===== src/rtl/riscv_pkg.sv =====
// Shared RISC-V core definitions: load/store size codes and LSU controller states.
package riscv_pkg;

  localparam logic [2:0] LDST_B  = 3'd0;
  localparam logic [2:0] LDST_H  = 3'd1;
  localparam logic [2:0] LDST_W  = 3'd2;
  localparam logic [2:0] LDST_BU = 3'd4;
  localparam logic [2:0] LDST_HU = 3'd5;

  typedef enum logic [1:0] {
    IDLE      = 2'd0,
    LOAD_WAIT = 2'd1,
    RMW_WRITE = 2'd2
  } lsu_state_e;

  function automatic logic ldst_size_legal(input logic [2:0] size);
    return (size == LDST_B) || (size == LDST_H) || (size == LDST_W) ||
           (size == LDST_BU) || (size == LDST_HU);
  endfunction

endpackage


===== src/rtl/lsu_lane.sv =====
// Combinational byte/half lane logic: load extraction with extension and
// read-modify-write merge of a sub-word store into the fetched word.
module lsu_lane
  import riscv_pkg::*;
#(
  parameter int DATA_W = 32
) (
  input  logic [2:0]        size,
  input  logic [1:0]        addr_lo,
  input  logic [DATA_W-1:0] rdata,
  input  logic [15:0]       wdata,
  output logic [DATA_W-1:0] load_data,
  output logic [DATA_W-1:0] merge_data
);

  logic [4:0]        sh;
  logic [DATA_W-1:0] shifted;
  logic              is_half;

  function automatic logic [DATA_W-1:0] sext8(input logic signed [7:0] b);
    return DATA_W'(b);
  endfunction

  function automatic logic [DATA_W-1:0] sext16(input logic signed [15:0] h);
    return DATA_W'(h);
  endfunction

  function automatic logic [DATA_W-1:0] merge_lane(input logic [DATA_W-1:0] word,
                                                   input logic [DATA_W-1:0] mask,
                                                   input logic [DATA_W-1:0] val,
                                                   input logic [4:0]        amt);
    return (word & ~(mask << amt)) | ((val & mask) << amt);
  endfunction

  assign is_half = (size == LDST_H) || (size == LDST_HU);
  assign sh      = is_half ? {addr_lo[1], 4'b0000} : {addr_lo, 3'b000};
  assign shifted = rdata >> sh;

  always_comb begin
    load_data  = shifted;
    merge_data = rdata;
    unique case (size)
      LDST_B: begin
        load_data  = sext8(shifted[7:0]);
        merge_data = merge_lane(rdata, DATA_W'(8'hFF), DATA_W'(wdata), sh);
      end
      LDST_BU: begin
        load_data  = DATA_W'(shifted[7:0]);
        merge_data = merge_lane(rdata, DATA_W'(8'hFF), DATA_W'(wdata), sh);
      end
      LDST_H: begin
        load_data  = sext16(shifted[15:0]);
        merge_data = merge_lane(rdata, DATA_W'(16'hFFFF), DATA_W'(wdata), sh);
      end
      LDST_HU: begin
        load_data  = DATA_W'(shifted[15:0]);
        merge_data = merge_lane(rdata, DATA_W'(16'hFFFF), DATA_W'(wdata), sh);
      end
      default: begin
        load_data  = shifted;
        merge_data = rdata;
      end
    endcase
  end

endmodule


===== src/rtl/lsu_mem_ctrl.sv =====
// Load/store unit memory controller: single-port word memory, sub-word loads
// with extension and sub-word stores via read-modify-write.
module lsu_mem_ctrl
  import riscv_pkg::*;
#(
  parameter int DATA_W = 32
) (
  input  logic              clk_i,
  input  logic              rst_i,
  input  logic              core_req_i,
  input  logic              core_we_i,
  input  logic [2:0]        core_size_i,
  input  logic [31:0]       core_addr_i,
  input  logic [DATA_W-1:0] core_wd_i,
  output logic [DATA_W-1:0] core_rd_o,
  output logic              core_stall_o,
  output logic              err_o,
  output logic              mem_req_o,
  output logic              mem_we_o,
  output logic [31:0]       mem_addr_o,
  output logic [DATA_W-1:0] mem_wd_o,
  input  logic [DATA_W-1:0] mem_rd_i
);

  lsu_state_e        state_q;
  logic [31:0]       addr_q;
  logic [2:0]        size_q;
  logic              we_q;
  logic [15:0]       wd_q;
  logic              req_err;
  logic [DATA_W-1:0] lane_load;
  logic [DATA_W-1:0] lane_merge;

  function automatic logic access_bad(input logic [2:0] size, input logic [1:0] addr_lo);
    logic bad;
    bad = !ldst_size_legal(size);
    if ((size == LDST_H || size == LDST_HU) && addr_lo[0]) bad = 1'b1;
    if (size == LDST_W && addr_lo != 2'b00) bad = 1'b1;
    return bad;
  endfunction

  assign req_err = access_bad(core_size_i, core_addr_i[1:0]);

  // Lane logic only ever sees the captured request; the core's live inputs
  // are used solely in the IDLE cycle.
  lsu_lane #(.DATA_W(DATA_W)) u_lane (
    .size       (size_q),
    .addr_lo    (addr_q[1:0]),
    .rdata      (mem_rd_i),
    .wdata      (wd_q),
    .load_data  (lane_load),
    .merge_data (lane_merge)
  );

  always_ff @(posedge clk_i) begin
    if (rst_i) begin
      state_q <= IDLE;
      addr_q  <= '0;
      size_q  <= '0;
      we_q    <= 1'b0;
      wd_q    <= '0;
    end else begin
      unique case (state_q)
        IDLE: begin
          if (core_req_i) begin
            addr_q <= core_addr_i;
            size_q <= core_size_i;
            we_q   <= core_we_i;
            wd_q   <= core_wd_i[15:0];
            if (!req_err) begin
              if (!core_we_i)                state_q <= LOAD_WAIT;
              else if (core_size_i != LDST_W) state_q <= RMW_WRITE;
            end
          end
        end
        LOAD_WAIT: state_q <= IDLE;
        RMW_WRITE: state_q <= IDLE;
        default:   state_q <= IDLE;
      endcase
    end
  end

  // Outputs are gated by reset so an aborted read-modify-write never writes.
  always_comb begin
    core_rd_o    = '0;
    core_stall_o = 1'b0;
    err_o        = 1'b0;
    mem_req_o    = 1'b0;
    mem_we_o     = 1'b0;
    mem_addr_o   = '0;
    mem_wd_o     = '0;
    if (!rst_i) begin
      unique case (state_q)
        IDLE: begin
          if (core_req_i) begin
            if (req_err) begin
              err_o = 1'b1;
            end else begin
              mem_req_o  = 1'b1;
              mem_addr_o = {core_addr_i[31:2], 2'b00};
              if (core_we_i && core_size_i == LDST_W) begin
                mem_we_o = 1'b1;
                mem_wd_o = core_wd_i;
              end else begin
                core_stall_o = 1'b1;
              end
            end
          end
        end
        LOAD_WAIT: core_rd_o = lane_load;
        RMW_WRITE: begin
          mem_req_o  = 1'b1;
          mem_we_o   = we_q;
          mem_addr_o = {addr_q[31:2], 2'b00};
          mem_wd_o   = lane_merge;
        end
        default: ;
      endcase
    end
  end

endmodule


===== config.mk =====
export PLATFORM = sky130hd
export DESIGN_NAME = lsu_mem_ctrl
export DESIGN_NICKNAME = d
export VERILOG_FILES = /design/src/rtl/riscv_pkg.sv /design/src/rtl/lsu_lane.sv /design/src/rtl/lsu_mem_ctrl.sv
export SDC_FILE = /design/constraint.sdc
export NUM_CORES = 1
export LEC_CHECK = 0
export ABC_CLOCK_PERIOD_IN_PS = 3800
export CAP_MARGIN = 25
export CORE_MARGIN = 2
export CORE_UTILIZATION = 25
export DETAILED_ROUTE_END_ITERATION = 7
export PLACE_DENSITY = 0.63
export SLEW_MARGIN = 5
export SYNTH_ARGS = -nofsm -noshare
export SYNTH_HDL_FRONTEND = slang
export SYNTH_HIERARCHICAL = 1
export SYNTH_SLANG_ARGS = --single-unit

===== constraint.sdc =====
create_clock -name clk_i -period 3.8 [get_ports clk_i]
set_input_delay 1.14 -clock clk_i [delete_from_list [all_inputs] [get_ports clk_i]]
set_output_delay 1.14 -clock clk_i [all_outputs]
set_load 0.1 [all_outputs]

==> Yosys cells after proc, flatten, opt, wreduce, memory -nomap -nowiden <==
Index checks and enable logic that the tools add are counted.
{ "word_totals": {"regBits": 54, "in_bits": 103} }
{ "classes": {"n_mux": 36, "eq_ne": 11, "n_bitwise": 8, "reduce_logical": 19, "n_shift": 5} }
{ "op_table": {"columns": ["cell", "count"], "rows": [
  ["2-to-1 mux 32 bit", 9],
  ["one-hot mux 32 bit (2 select lines)", 3],
  ["one-hot mux 32 bit (4 select lines)", 1],
  ["AND 32 bit", 2],
  ["NOT 32 bit", 2],
  ["bitwise OR 32 bit", 2],
  ["left shift 16 x 5 -> 32 bit", 1],
  ["left shift 16 x 5 -> 32 bit, first input constant", 1],
  ["left shift 8 x 5 -> 32 bit", 1],
  ["left shift 8 x 5 -> 32 bit, first input constant", 1],
  [">> shifter 32 x 5 -> 32 bit", 1],
  ["2-to-1 mux 1 bit", 18],
  ["equality test 3 bit, second input constant", 4],
  ["equality test 3 x 1 -> 1 bit, second input constant", 2],
  ["zero test 3 bit", 2],
  ["logical OR 1 bit", 6],
  ["OR reduction 2 bit", 3],
  ["2-to-1 mux 2 bit", 2],
  ["2-to-1 mux 4 bit", 1],
  ["one-hot mux 1 bit (2 select lines)", 2],
  ["equality test 3 x 2 -> 1 bit, second input constant", 1],
  ["logical AND 1 bit", 3],
  ["inequality test 3 x 2 -> 1 bit, second input constant", 1],
  ["AND reduction 3 bit", 1],
  ["other kinds (8)", 9]
]} }

==> Logic depth before layout (Yosys ltp) <==
Gate-level depths: netlist of the first run.
{ "depth": {"depth_word": 12, "mapped_depth": 11} }

==> Modules after synthesis <==
The synthesis of the first run kept the hierarchy.
{ "modules_own_cells": {"columns": ["mod", "area_each_um2", "instances", "cells_each"], "rows": [
  ["lsu_mem_ctrl", 2801.4, 1, 358],
  ["lsu_lane", 1491.4, 1, 221]
]} }

==> Worst setup path after synthesis of the first run <==
Ideal clock, no wire load.
{ "synth_timing": {"path_kind": "input port to output port", "startpoint": "input rst_i", "endpoint": "output core_stall_o", "slack_ns": -0.896, "arrival_ns": 3.556, "stages": 5, "path_cell_list": "buf_6 > or4b_4 > a21oi_2 > buf_2 > nor2b_1"} }
{ "synth_via": {"elab_chain_len": 1} }
{ "synth_rtl": {"columns": ["element", "line", "rtl"], "rows": [
  ["start: declaration", "lsu_mem_ctrl.sv:9", "input logic rst_i,"],
  ["2-to-1 mux 1 bit", "lsu_mem_ctrl.sv:92", "if (!rst_i) begin"],
  ["end: declaration", "lsu_mem_ctrl.sv:16", "output logic core_stall_o,"]
]} }
Every way passes these cells.

==> Final worst setup path of the first run <==
{ "layout_timing": {"startpoint": "input rst_i", "endpoint": "output mem_wd_o[8]"} }
{ "layout_via": {"elab_chain_len": 1} }
{ "layout_rtl": {"columns": ["element", "line", "rtl"], "rows": [
  ["2-to-1 mux 32 bit", "lsu_mem_ctrl.sv:92", null],
  ["end: declaration", "lsu_mem_ctrl.sv:21", "output logic [DATA_W-1:0] mem_wd_o,"]
]} }
Every way passes these cells.

==> results of run 1 <==
through the flow:
step | util, % | instances | setup TNS (ns) | power [mW]
finish | 53.4 | 1028 | -3.02 | 1.99
global route | 53.4 | 1028 | -5.59 | 2.08
CTS | 53.1 | 1023 | -5.21 | 2.00
detailed placement | 49.2 | 992 | -23.49 | 1.40
global placement | 49.2 | 992 | -22.06 | 1.40
floorplan | - | 580 | -3.00 | 1.06
power by group:
group | leakage (nW) | internal (mW) | switching [mW]
Sequential | 0.444 | 0.600 | 0.0333
Clock | 0.0842 | 0.313 | 0.224
Combinational | 3.29 | 0.371 | 0.446
logic make-up (layout without fill, tap and decap cells):
group / after synthesis / count (layout) / synth area share, %
AO/OA/AOI/OAI: 218 / 218 / 36.3
AND/OR/NAND/NOR: 222 / 222 / 26.3
buffers and inverters: 64 / 292 / 7.43
flip-flops: 54 / 54 / 25.2
multiplexers: 18 / 18 / 4.20
adder cells (fa/ha/maj): 2 / 2 / 0.583
other: 1 / 2 / 0.0874
area by class of cell:
class | instances | area [um^2]
tap | 220 | 275
multi-input combinational | 462 | 3490
timing repair buffer | 279 | 3880
fill | 1520 | 7780
clock buffer | 5 | 125
clock inverter | 3 | 43.8
inverter | 5 | 21.3
sequential | 54 | 1080
timing repair:
| action | in CTS | in global routing |
|---|---|---|
| setup endpoints to repair | 83 | 83 |
| endpoints found under the hold margin | 0 | 0 |
| pin swaps | 11 | 15 |
| gates resized for setup | 53 | 33 |
| setup buffers | 15 | 7 |
| gates cloned | 9 | 1 |
worst max-delay path: stages:
cell and delay [ns]:
buf_8 0.10, or4b_4 0.50, nor4b_4 0.23, buf_6 0.13, buf_6 0.09, buf_6 0.12, buf_12 0.13, a22o_4 0.14
buf_12 0.17
routing by layer:
metal | part of all wire, % | global-route usage [%] | vias to the layer above
met5 | 0 | 0 | -
met4 | 2.7 | 6.31 | 0
met3 | 9.6 | 6.53 | 29
met2 | 46 | 35.9 | 244
met1 | 41 | 27.9 | 2510
li1 | - | - | 2586
placed cells by master, fill, tap and decap left out, types with 3 or more instances in the layout:
cell             count
nand2_1            116
buf_12             106
clkdlybuf4s50_1     86
a21oi_1             73
a22o_4              59
dfxtp_1             54
buf_4               49
and2_1              28
and3_1              19
mux2i_1             18
a22o_1              16
buf_6               11
a211oi_1            11
nor2_1              10
nand3_1             10
o21ai_0              9
o211ai_1             9
nor2b_1              7
clkbuf_16            6
buf_16               6
o31ai_1              6
a221o_1              6
and2_4               5
nand2b_1             5
a22oi_1              5
clkdlybuf4s15_1      4
buf_8                4
clkbuf_2             4
o22ai_1              4
a221oi_1             4
nor3b_2              3
a22o_2               3
inv_1                3
buf_2                3
dlymetal6s2s_1       3
a211oi_2             3
state kept, by name, indices dropped and copies added, names as in the netlist:
register and count:
addr_q 32, wd_q 16, size_q 3, state_q 2, we_q 1
worst paths after layout:
kind                                         startpoint                       to  cells past startpoint
worst min register to register  addr_q[31]$_SDFFE_PP0P_  addr_q[31]$_SDFFE_PP0P_                      2
worst max register to register  state_q[0]$_SDFFE_PP0P_   addr_q[8]$_SDFFE_PP0P_                      4
worst min-delay path            addr_q[31]$_SDFFE_PP0P_  addr_q[31]$_SDFFE_PP0P_                      2
worst max-delay path                              rst_i              mem_wd_o[8]                      9
==> key figures, run 1 <==
Synth
  • Area leader, netlist: dfxtp_1
  • Mapped Cells: 579
  • Sequential-to-total area share from yosys stat: 25.2%
  • Ys async rst share: 0%
  • Synth unique cells: 51
  • Top_reg_cell synth: dfxtp_1
  • Syn Area/Cell: around 7.4 um^2
  • FF+latch count, synth: 54
  • Top-count cell post-synth: nand2_1
  • Mapped Area: 4290 um^2
  • Most instantiated cells after synthesis: nand2_1 (116), a22o_1 (78), a21oi_1 (73), dfxtp_1 (54), and2_1 (33)
  • Synth top area share: 25.2%
  • Largest cells by area after synthesis: dfxtp_1 (25%), a22o_1 (16%), nand2_1 (10%)
  • Number of flops mapped to enable cells by yosys: 0
  • Warnings, synthesis: 6

Timing
  • Final hold violations: 0
  • Slew headroom: 60.2%
  • PnR worst setup slack: -0.108 ns
  • RSZ-0062 raised after global routing: yes
  • Setup-failing EPs final: 50
  • Minimum clock period: 3.91 ns
  • Max Clk Rate: about 0.26 GHz
  • Period utilization: 103%
  • Skew final: 0.00925 ns
  • Max Slew Vio Count: 0
  • Slew @ Worst Pin: 0.590 ns
  • Worst hold slack: 0.457 ns

Placed design
  • Dpl hpwl: 14.5 mm
  • PortBufs: 200
  • Placement Setup Slack: -0.394 ns
  • Post-DP Area: 8220 um^2
  • Placer Congestion: roughly 0.91

Run status
  • Failing checks: negative setup slack
  • Status: finished, violations left

Clocking
  • CTS buffer count: 5
  • Cts hold-fix bufs: 0
  • CTS sink cnt: 54
  • Root Buffer: clkbuf_16
  • Clk pin slew, worst setup/hold paths: about 0.08 ns
  • CTS tree: done
  • Later-pin clock latency in the skew report: 0.30 ns
  • Clock buffer depth: 2
  • H-tree depth: 2

Cells and area
  • Diode count: 0
  • Final nets: 912
  • Share of cells above drive strength 1: 35.3%
  • Final instance area: 8920 um^2
  • Area growth, synth to finish: 108%

GRT
  • Largest net degree at the start of global routing: 44
  • Global Route Usage Sum: 21.9%
  • Initial antenna violation count: 0
  • Vias in the first global route: 5325
  • Gr ovfl total: 0
  • First-pass GRT wire length: 31.2 mm

Die
  • Die Y: 135 um
  • Ports: 203
  • Die Span X: between 100 and 150 um
  • CORE AREA: 16700 um^2
  • Cell Rows: 47
  • Die ar.: ~18000 um^2
  • Initial core utilization: 25.7%

Setup path
  • WS Path Type: in -> out
  • CP startpoint kind: primary input
  • Worst path arrival time: 2.77 ns
  • R2R Setup Slk: ~2.1 ns
  • Crit path required time: 2.66 ns
  • Worst Setup End Kind: primary output
  • Critical path peak fanout: 7

Power and ir drop
  • Peak VDD IR: around 0.17 mV
  • Pleak: 3.82 nW
  • PwrDens: roughly 220 nW/um^2

Route
  • Via Count: 5369
  • DRT iter0 DRCs: ~340
  • ANT nets after route: 0
  • Drt via density: 5.22
  • DRC: 0
  • Final wirelength: 20.3 mm
  • Drt first pass iters: 6
  • WL/cell: 19.8 um

Job
  • Max-Cap Viols: 0

Worst hold path
  • Min-Delay Path Class: reg -> reg
(Power assumes the default switching activity.)
==> run 2: changes to the inputs <==
--- a/config.mk
+++ b/config.mk
@@ -9,8 +9,10 @@
 export CAP_MARGIN = 25
 export CORE_MARGIN = 2
 export CORE_UTILIZATION = 25
+export CTS_CLUSTER_DIAMETER = 100
 export DETAILED_ROUTE_END_ITERATION = 7
 export PLACE_DENSITY = 0.63
+export REMOVE_ABC_BUFFERS = 1
 export SLEW_MARGIN = 5
 export SYNTH_ARGS = -nofsm -noshare
 export SYNTH_HDL_FRONTEND = slang
==> run 2 against run 1 <==
Net effect: the flow still finishes with violations (negative setup slack); total power decreased by 1.1%; critical path type unchanged; hold slack hardly changed; core utilization down 2.3 points; final cell count decreased by 1.3%; final area fell by 4.2%; setup slack lost 0.032 ns; clock power rose by 2%.
==> key figures, run 2 (synthesis gave the netlist of run 1 again) <==
Route
  • Final wirelength: 21.1 mm (was 20.3 mm)
  • DRC: 0 (unchanged)
  • Drt via density: 5.32 (was 5.22)
  • DRT iter0 DRCs: 396 (was 344)
  • WL/cell: 20.8 um (was 19.8 um)
  • ANT nets after route: 0 (unchanged)
  • Drt first pass iters: 5 (was 6)
  • Via Count: 5396 (was 5369)

Setup path
  • Worst path arrival time: 2.80 ns (was 2.77 ns)
  • CP startpoint kind: primary input (unchanged)
  • Crit path cell chain: buf_6 > or4b_4 > nor4b_4 > buf_6 > buf_16 > a22o_1 > buf_12 (was buf_8 > or4b_4 > nor4b_4 > buf_6 > buf_6 > buf_6 > buf_12 > a22o_4 > buf_12)
  • Worst Reg2Reg Path Length in Cells: 9 (was 4)
  • Cell mode on critical path: buf_6 (unchanged)
  • WS Path Type: in -> out (unchanged)
  • Worst Setup End Kind: primary output (unchanged)
  • Crit path required time: 2.66 ns (about the same)
  • Worst stage delay on the critical path: 0.54 ns (was 0.50 ns)
  • Slowest CP cell: or4b_4 (unchanged)
  • Critical path peak fanout: 7 (unchanged)

Cells and area
  • Largest reg by FF count: addr_q (unchanged)
  • Largest registers: addr_q: 32 flops, wd_q: 16 flops, size_q: 3 flops (unchanged)
  • Share of cells above drive strength 1: 31.1% (was 35.3%)
  • Most common cell after layout, fill and taps aside: nand2_1 (unchanged)
  • Commonest non-fill, non-tap cells in the layout: nand2_1 (116), buf_12 (108), clkdlybuf4s50_1 (89) (was nand2_1 (116), buf_12 (106), clkdlybuf4s50_1 (86))
  • Area growth, synth to finish: 99.0% (was 108%)
  • Share of the core filled with cells: 51.1% (was 53.4%)
  • Final nets: 898 (was 912)
  • Max FFs per register: 32 (unchanged)
  • Finished Layout Cells: 1015 (was 1028)
  • Fill cells: 1563 (was 1520)

Die
  • Ports: 203 (unchanged)
  • Die Span X: 135 um (unchanged)
  • CORE AREA: 16700 um^2 (unchanged)
  • Die ar.: 18200 um^2 (unchanged)
  • Die Y: 135 um (unchanged)
  • Cell Rows: 47 (unchanged)
  • Initial core utilization: 25.7% (unchanged)

Power and ir drop
  • Clock power frac: 27.9% (was 27.0%)
  • Net Sw Frac: 35.6% (was 35.4%)
  • Internal power: 1.26 mW (was 1.28 mW)
  • Combinational Power Share: 40.0% (was 41.1%)
  • Reg power frac: 32.1% (was 31.9%)
  • Switch Pwr: 0.700 mW (was 0.703 mW)
  • PwrDens: 230 nW/um^2 (was 223 nW/um^2)
  • Pleak: 3.56 nW (was 3.82 nW)
  • Peak VDD IR: 0.222 mV (was 0.171 mV)

Placed design
  • Total placed cells including tap cells: 985 (was 992)
  • Placer Congestion: 0.879 (was 0.914)
  • Dpl hpwl: 14.0 mm (was 14.5 mm)
  • PortBufs: 200 (unchanged)

Timing
  • Period utilization: 104% (was 103%)
  • Max Clk Rate: 0.254 GHz (was 0.256 GHz)
  • Final hold violations: 0 (unchanged)
  • Slew headroom: 43.6% (was 60.2%)
  • Slew @ Worst Pin: 0.839 ns (was 0.590 ns)
  • Skew final: 0.00735 ns (was 0.00925 ns)
  • Setup-failing EPs final: 64 (was 50)
  • Minimum clock period: 3.94 ns (was 3.91 ns)
  • PnR worst setup slack: -0.140 ns (was -0.108 ns)
  • Max Slew Vio Count: 0 (unchanged)
  • RSZ-0062 raised after global routing: yes (unchanged)

Run status
  • Failing checks: negative setup slack (unchanged)
  • Status: finished, violations left (unchanged)

Clocking
  • CTS sink cnt: 54 (unchanged)
  • Cts hold-fix bufs: 0 (unchanged)
  • Clock buffer depth: 2 (unchanged)
  • Root Buffer: clkbuf_16 (unchanged)
  • H-tree depth: 2 (unchanged)
  • Later-pin clock latency in the skew report: 0.30 ns (about the same)
  • CTS buffer count: 5 (unchanged)
  • Clk pin slew, worst setup/hold paths: 0.08 ns (about the same)
  • CTS tree: done (unchanged)

GRT
  • Gr ovfl total: 0 (unchanged)
  • First-pass GRT wire length: 31.7 mm (was 31.2 mm)
  • Global Route Usage Sum: 22.5% (was 21.9%)
  • Vias in the first global route: 5329 (was 5325)
  • Largest net degree at the start of global routing: 53 (was 44)
  • Initial antenna violation count: 1 (was 0)

Job
  • Max-Cap Viols: 0 (unchanged)

Worst hold path
  • Min-Delay Path Class: reg -> reg (unchanged)
  • Hold depth: 2 (unchanged)
[run 2: power by group through the flow]
| stage | logic (mW) | clock network, mW | registers (mW) |
|---|---|---|---|
| global route | 0.837 | 0.585 | 0.634 |
| global placement | 0.720 | 0 | 0.639 |
| finish | 0.787 | 0.548 | 0.630 |
| CTS | 0.767 | 0.562 | 0.628 |
| detailed placement | 0.722 | 0 | 0.640 |
| floorplan | 0.368 | 0 | 0.641 |
[run 2: final cells by class]
cell class | count | area, um^2 | area share (%)
well taps | 220 | 275 | 3.22
diodes | 2 | 5.00 | 0.0586
clock inverters | 1 | 30.0 | 0.352
inverters | 5 | 21.3 | 0.249
flip-flops and latches | 54 | 1080 | 12.7
clock buffers | 6 | 139 | 1.63
multi-input cells | 462 | 3320 | 38.9
repair buffers | 265 | 3670 | 42.9
[run 2: metal layers]
layer | part of all wire [%] | GRT usage [%] | up-vias
li1 | - | - | 2548
met1 | 41 | 27.6 | 2559
met2 | 47 | 37.2 | 255
met3 | 9.9 | 7.36 | 34
met4 | 2.7 | 7.47 | 0
met5 | 0 | 0 | -
[run 2: final timing paths]
check | slack, ns | startpoint | end
worst min register to register | 0.46 | addr_q[4]$_SDFFE_PP0P_ | addr_q[4]$_SDFFE_PP0P_
worst max register to register | 1.78 | state_q[0]$_SDFFE_PP0P_ | state_q[1]$_SDFFE_PP0P_
worst min-delay path | 0.46 | addr_q[4]$_SDFFE_PP0P_ | addr_q[4]$_SDFFE_PP0P_
worst max-delay path | -0.14 | rst_i | mem_wd_o[13]
[run 2: what timing repair did]
action,CTS,global route
cloned,7,1
resized for setup,66,48
pin swaps,19,19
setup endpoints to repair,88,81
buffers inserted,15,4
[run 2: critical path: cells and delay by family]
kind	cells	cell delay, ns
compound gates	1	0.17
simple gates	2	0.85
buf+inv	4	0.63
[run 2: per-stage QoR]
| stage | TNS, ns | worst slack [ns] | hold WS (ns) | instance area (um^2) | power [mW] |
|---|---|---|---|---|---|
| after floorplan | -238.49 | -3.08 | 0.431 | 4000 | 1.01 |
| after global placement | -24.15 | -0.385 | 0.442 | 7660 | 1.36 |
| after detailed placement | -25.46 | -0.431 | 0.447 | 7660 | 1.36 |
| after CTS | -5.99 | -0.172 | 0.457 | 8340 | 1.96 |
| after global routing | -8.19 | -0.187 | 0.482 | 8540 | 2.06 |
| final | -5.43 | -0.140 | 0.457 | 8540 | 1.97 |
==> run 3: changes to the inputs <==
--- a/config.mk
+++ b/config.mk
@@ -5,7 +5,7 @@
 export SDC_FILE = /design/constraint.sdc
 export NUM_CORES = 1
 export LEC_CHECK = 0
-export ABC_CLOCK_PERIOD_IN_PS = 3800
+export ABC_CLOCK_PERIOD_IN_PS = 3850
 export CAP_MARGIN = 25
 export CORE_MARGIN = 2
 export CORE_UTILIZATION = 25
==> constraint.sdc (replaced) <==
create_clock -name clk_i -period 3.85 [get_ports clk_i]
set_input_delay 1.155 -clock clk_i [delete_from_list [all_inputs] [get_ports clk_i]]
set_output_delay 1.155 -clock clk_i [all_outputs]
set_load 0.1 [all_outputs]
==> run 3 against run 2 <==
Net effect: the run still ends with negative setup slack left; non-clock buffer count down 6; clock-buffer cell count up 1; routed wire length down 3.0%; register-to-register slack better by 0.21 ns; global-route usage down 0.60 points; clock skew down 0.0025 ns; final cell count down 0.49%; largest power group unchanged; highest routed layer unchanged.
==> key figures, run 3 (synthesis gave the netlist of run 1 again) <==
Setup path
  • Worst Reg2Reg Path Length in Cells: 7 (was 9)
  • Crit path cell chain: buf_6 > or4b_4 > nor4b_4 > buf_6 > buf_6 > buf_12 > buf_16 > a22o_1 > buf_12 (was buf_6 > or4b_4 > nor4b_4 > buf_6 > buf_16 > a22o_1 > buf_12)
  • Critical path peak fanout: 7 (unchanged)
  • Cell mode on critical path: buf_6 (unchanged)
  • Crit path required time: 2.69 ns (was 2.66 ns)
  • Slowest CP cell: or4b_4 (unchanged)
  • WS Path Type: in -> out (unchanged)
  • CP startpoint kind: primary input (unchanged)
  • Worst path arrival time: 2.87 ns (was 2.80 ns)
  • Worst Setup End Kind: primary output (unchanged)
  • Worst stage delay on the critical path: 0.51 ns (was 0.54 ns)

Power and ir drop
  • Peak VDD IR: 0.161 mV (was 0.222 mV)
  • Pleak: 3.43 nW (was 3.56 nW)
  • Total power: 1.87 mW (was 1.97 mW)
  • PwrDens: 224 nW/um^2 (was 230 nW/um^2)

Route
  • WL/cell: 20.3 um (was 20.8 um)
  • Drt first pass iters: 5 (unchanged)
  • Drt via density: 5.30 (was 5.32)
  • DRC: 0 (unchanged)
  • ANT nets after route: 0 (unchanged)
  • DRT iter0 DRCs: 408 (was 396)
  • Final wirelength: 20.5 mm (was 21.1 mm)
  • Via Count: 5358 (was 5396)

Clocking
  • Root Buffer: clkbuf_16 (unchanged)
  • Cts hold-fix bufs: 0 (unchanged)
  • CTS buffer count: 5 (unchanged)
  • CTS tree: done (unchanged)
  • Clock buffer depth: 2 (unchanged)
  • H-tree depth: 2 (unchanged)
  • Clk pin slew, worst setup/hold paths: 0.07 ns (was 0.08 ns)
  • CTS sink cnt: 54 (unchanged)
  • Later-pin clock latency in the skew report: 0.30 ns (about the same)

Placed design
  • Placer Congestion: 0.882 (was 0.879)
  • PortBufs: 200 (unchanged)
  • Placement Setup Slack: -0.407 ns (was -0.431 ns)
  • Dpl hpwl: 13.4 mm (was 14.0 mm)

Worst hold path
  • Hold depth: 2 (unchanged)
  • Min-Delay Path Class: reg -> reg (unchanged)

Cells and area
  • Largest reg by FF count: addr_q (unchanged)
  • Most common cell after layout, fill and taps aside: nand2_1 (unchanged)
  • Commonest non-fill, non-tap cells in the layout: nand2_1 (116), buf_12 (105), clkdlybuf4s50_1 (89) (was nand2_1 (116), buf_12 (108), clkdlybuf4s50_1 (89))
  • Area growth, synth to finish: 94.5% (was 99.0%)
  • Final nets: 892 (was 898)
  • Share of cells above drive strength 1: 28.2% (was 31.1%)
  • Largest registers: addr_q: 32 flops, wd_q: 16 flops, size_q: 3 flops (unchanged)
  • Max FFs per register: 32 (unchanged)
  • Share of the core filled with cells: 50.0% (was 51.1%)

Die
  • Ports: 203 (unchanged)
  • Die Span X: 135 um (unchanged)
  • Die Y: 135 um (unchanged)
  • Initial core utilization: 25.7% (unchanged)
  • CORE AREA: 16700 um^2 (unchanged)
  • Cell Rows: 47 (unchanged)
  • Die ar.: 18200 um^2 (unchanged)

Timing
  • Setup-failing EPs final: 51 (was 64)
  • Minimum clock period: 4.03 ns
  • Worst hold slack: 0.457 ns (about the same)
  • Final setup TNS: -3.79 ns (was -5.43 ns)
  • Period utilization: 105%
  • Final hold violations: 0 (unchanged)
  • Slew headroom: 43.0% (was 43.6%)
  • Slew @ Worst Pin: 0.848 ns (was 0.839 ns)
  • Skew final: 0.00489 ns (was 0.00735 ns)
  • Max Clk Rate: 0.248 GHz
  • RSZ-0062 raised after global routing: yes (unchanged)
  • PnR worst setup slack: -0.179 ns (was -0.140 ns)
  • Max Slew Vio Count: 0 (unchanged)

GRT
  • Largest net degree at the start of global routing: 65 (was 53)
  • Global Route Usage Sum: 21.9% (was 22.5%)
  • Vias in the first global route: 5208 (was 5329)
  • First-pass GRT wire length: 31.0 mm (was 31.7 mm)
  • Gr ovfl total: 0 (unchanged)
  • Initial antenna violation count: 1 (unchanged)

Run status
  • Failing checks: negative setup slack (unchanged)
  • Status: finished, violations left (unchanged)

Job
  • Max-Cap Viols: 0 (unchanged)
-- run 3: changes by cell type in the layout (fill, tap and decap cells not counted), sizes merged --
cell / previous run / this run
bufinv: 1 / 0
clkinv: 0 / 1
buf: 166 / 162
clkbuf: 9 / 8
-- run 3: cell type report --
class / instances / area (um^2)
inverter: 5 / 21.3
timing repair buffer: 259 / 3640
tap: 220 / 275
antenna: 2 / 5.00
fill: 1529 / 8350
multi-input combinational: 462 / 3180
clock buffer: 7 / 143
sequential: 54 / 1080
clock inverter: 1 / 5.00
-- run 3: per-layer routing --
metal | track usage [%] | part of all wire [%]
met2 | 36.8 | 47
met4 | 5.84 | 1.6
met1 | 27.4 | 41
met5 | 0 | 0
met3 | 6.31 | 10
-- run 3: critical path, delay by kind of cell --
| kind | cells | cell delay, ns |
|---|---|---|
| simple gates | 2 | 0.74 |
| compound gates | 1 | 0.18 |
| buf+inv | 6 | 0.78 |
-- run 3: worst paths after layout --
kind / start / end / slack (ns)
setup / recovery: rst_i / mem_wd_o[16] / -0.18
hold / removal: addr_q[24]$_SDFFE_PP0P_ / addr_q[24]$_SDFFE_PP0P_ / 0.46
setup reg to reg: state_q[0]$_SDFFE_PP0P_ / state_q[1]$_SDFFE_PP0P_ / 1.99
hold reg to reg: addr_q[24]$_SDFFE_PP0P_ / addr_q[24]$_SDFFE_PP0P_ / 0.46
-- run 3: repair_timing --
action | 4_1_cts | 5_1_grt
setup endpoints to repair | 87 | 76
pin swaps | 18 | 11
resized for setup | 73 | 18
cloned | 9 | 0
setup buffers | 13 | 2
endpoints found under the hold margin | 0 | 0
-- run 3: report_power, final --
group          internal, mW  leakage (nW)  switching [mW]
Combinational         0.328          2.91           0.435
Sequential            0.592         0.445          0.0274
Clock                 0.260        0.0739           0.228
Total                  1.18          3.43           0.690
-- run 3: stage by stage --
stage                     cell area [um^2]  std cells
after floorplan                       4000        521
after global placement                7630        981
after detailed placement              7630        981
after CTS                             8300       1010
after global routing                  8350       1008
final                                 8350       1010
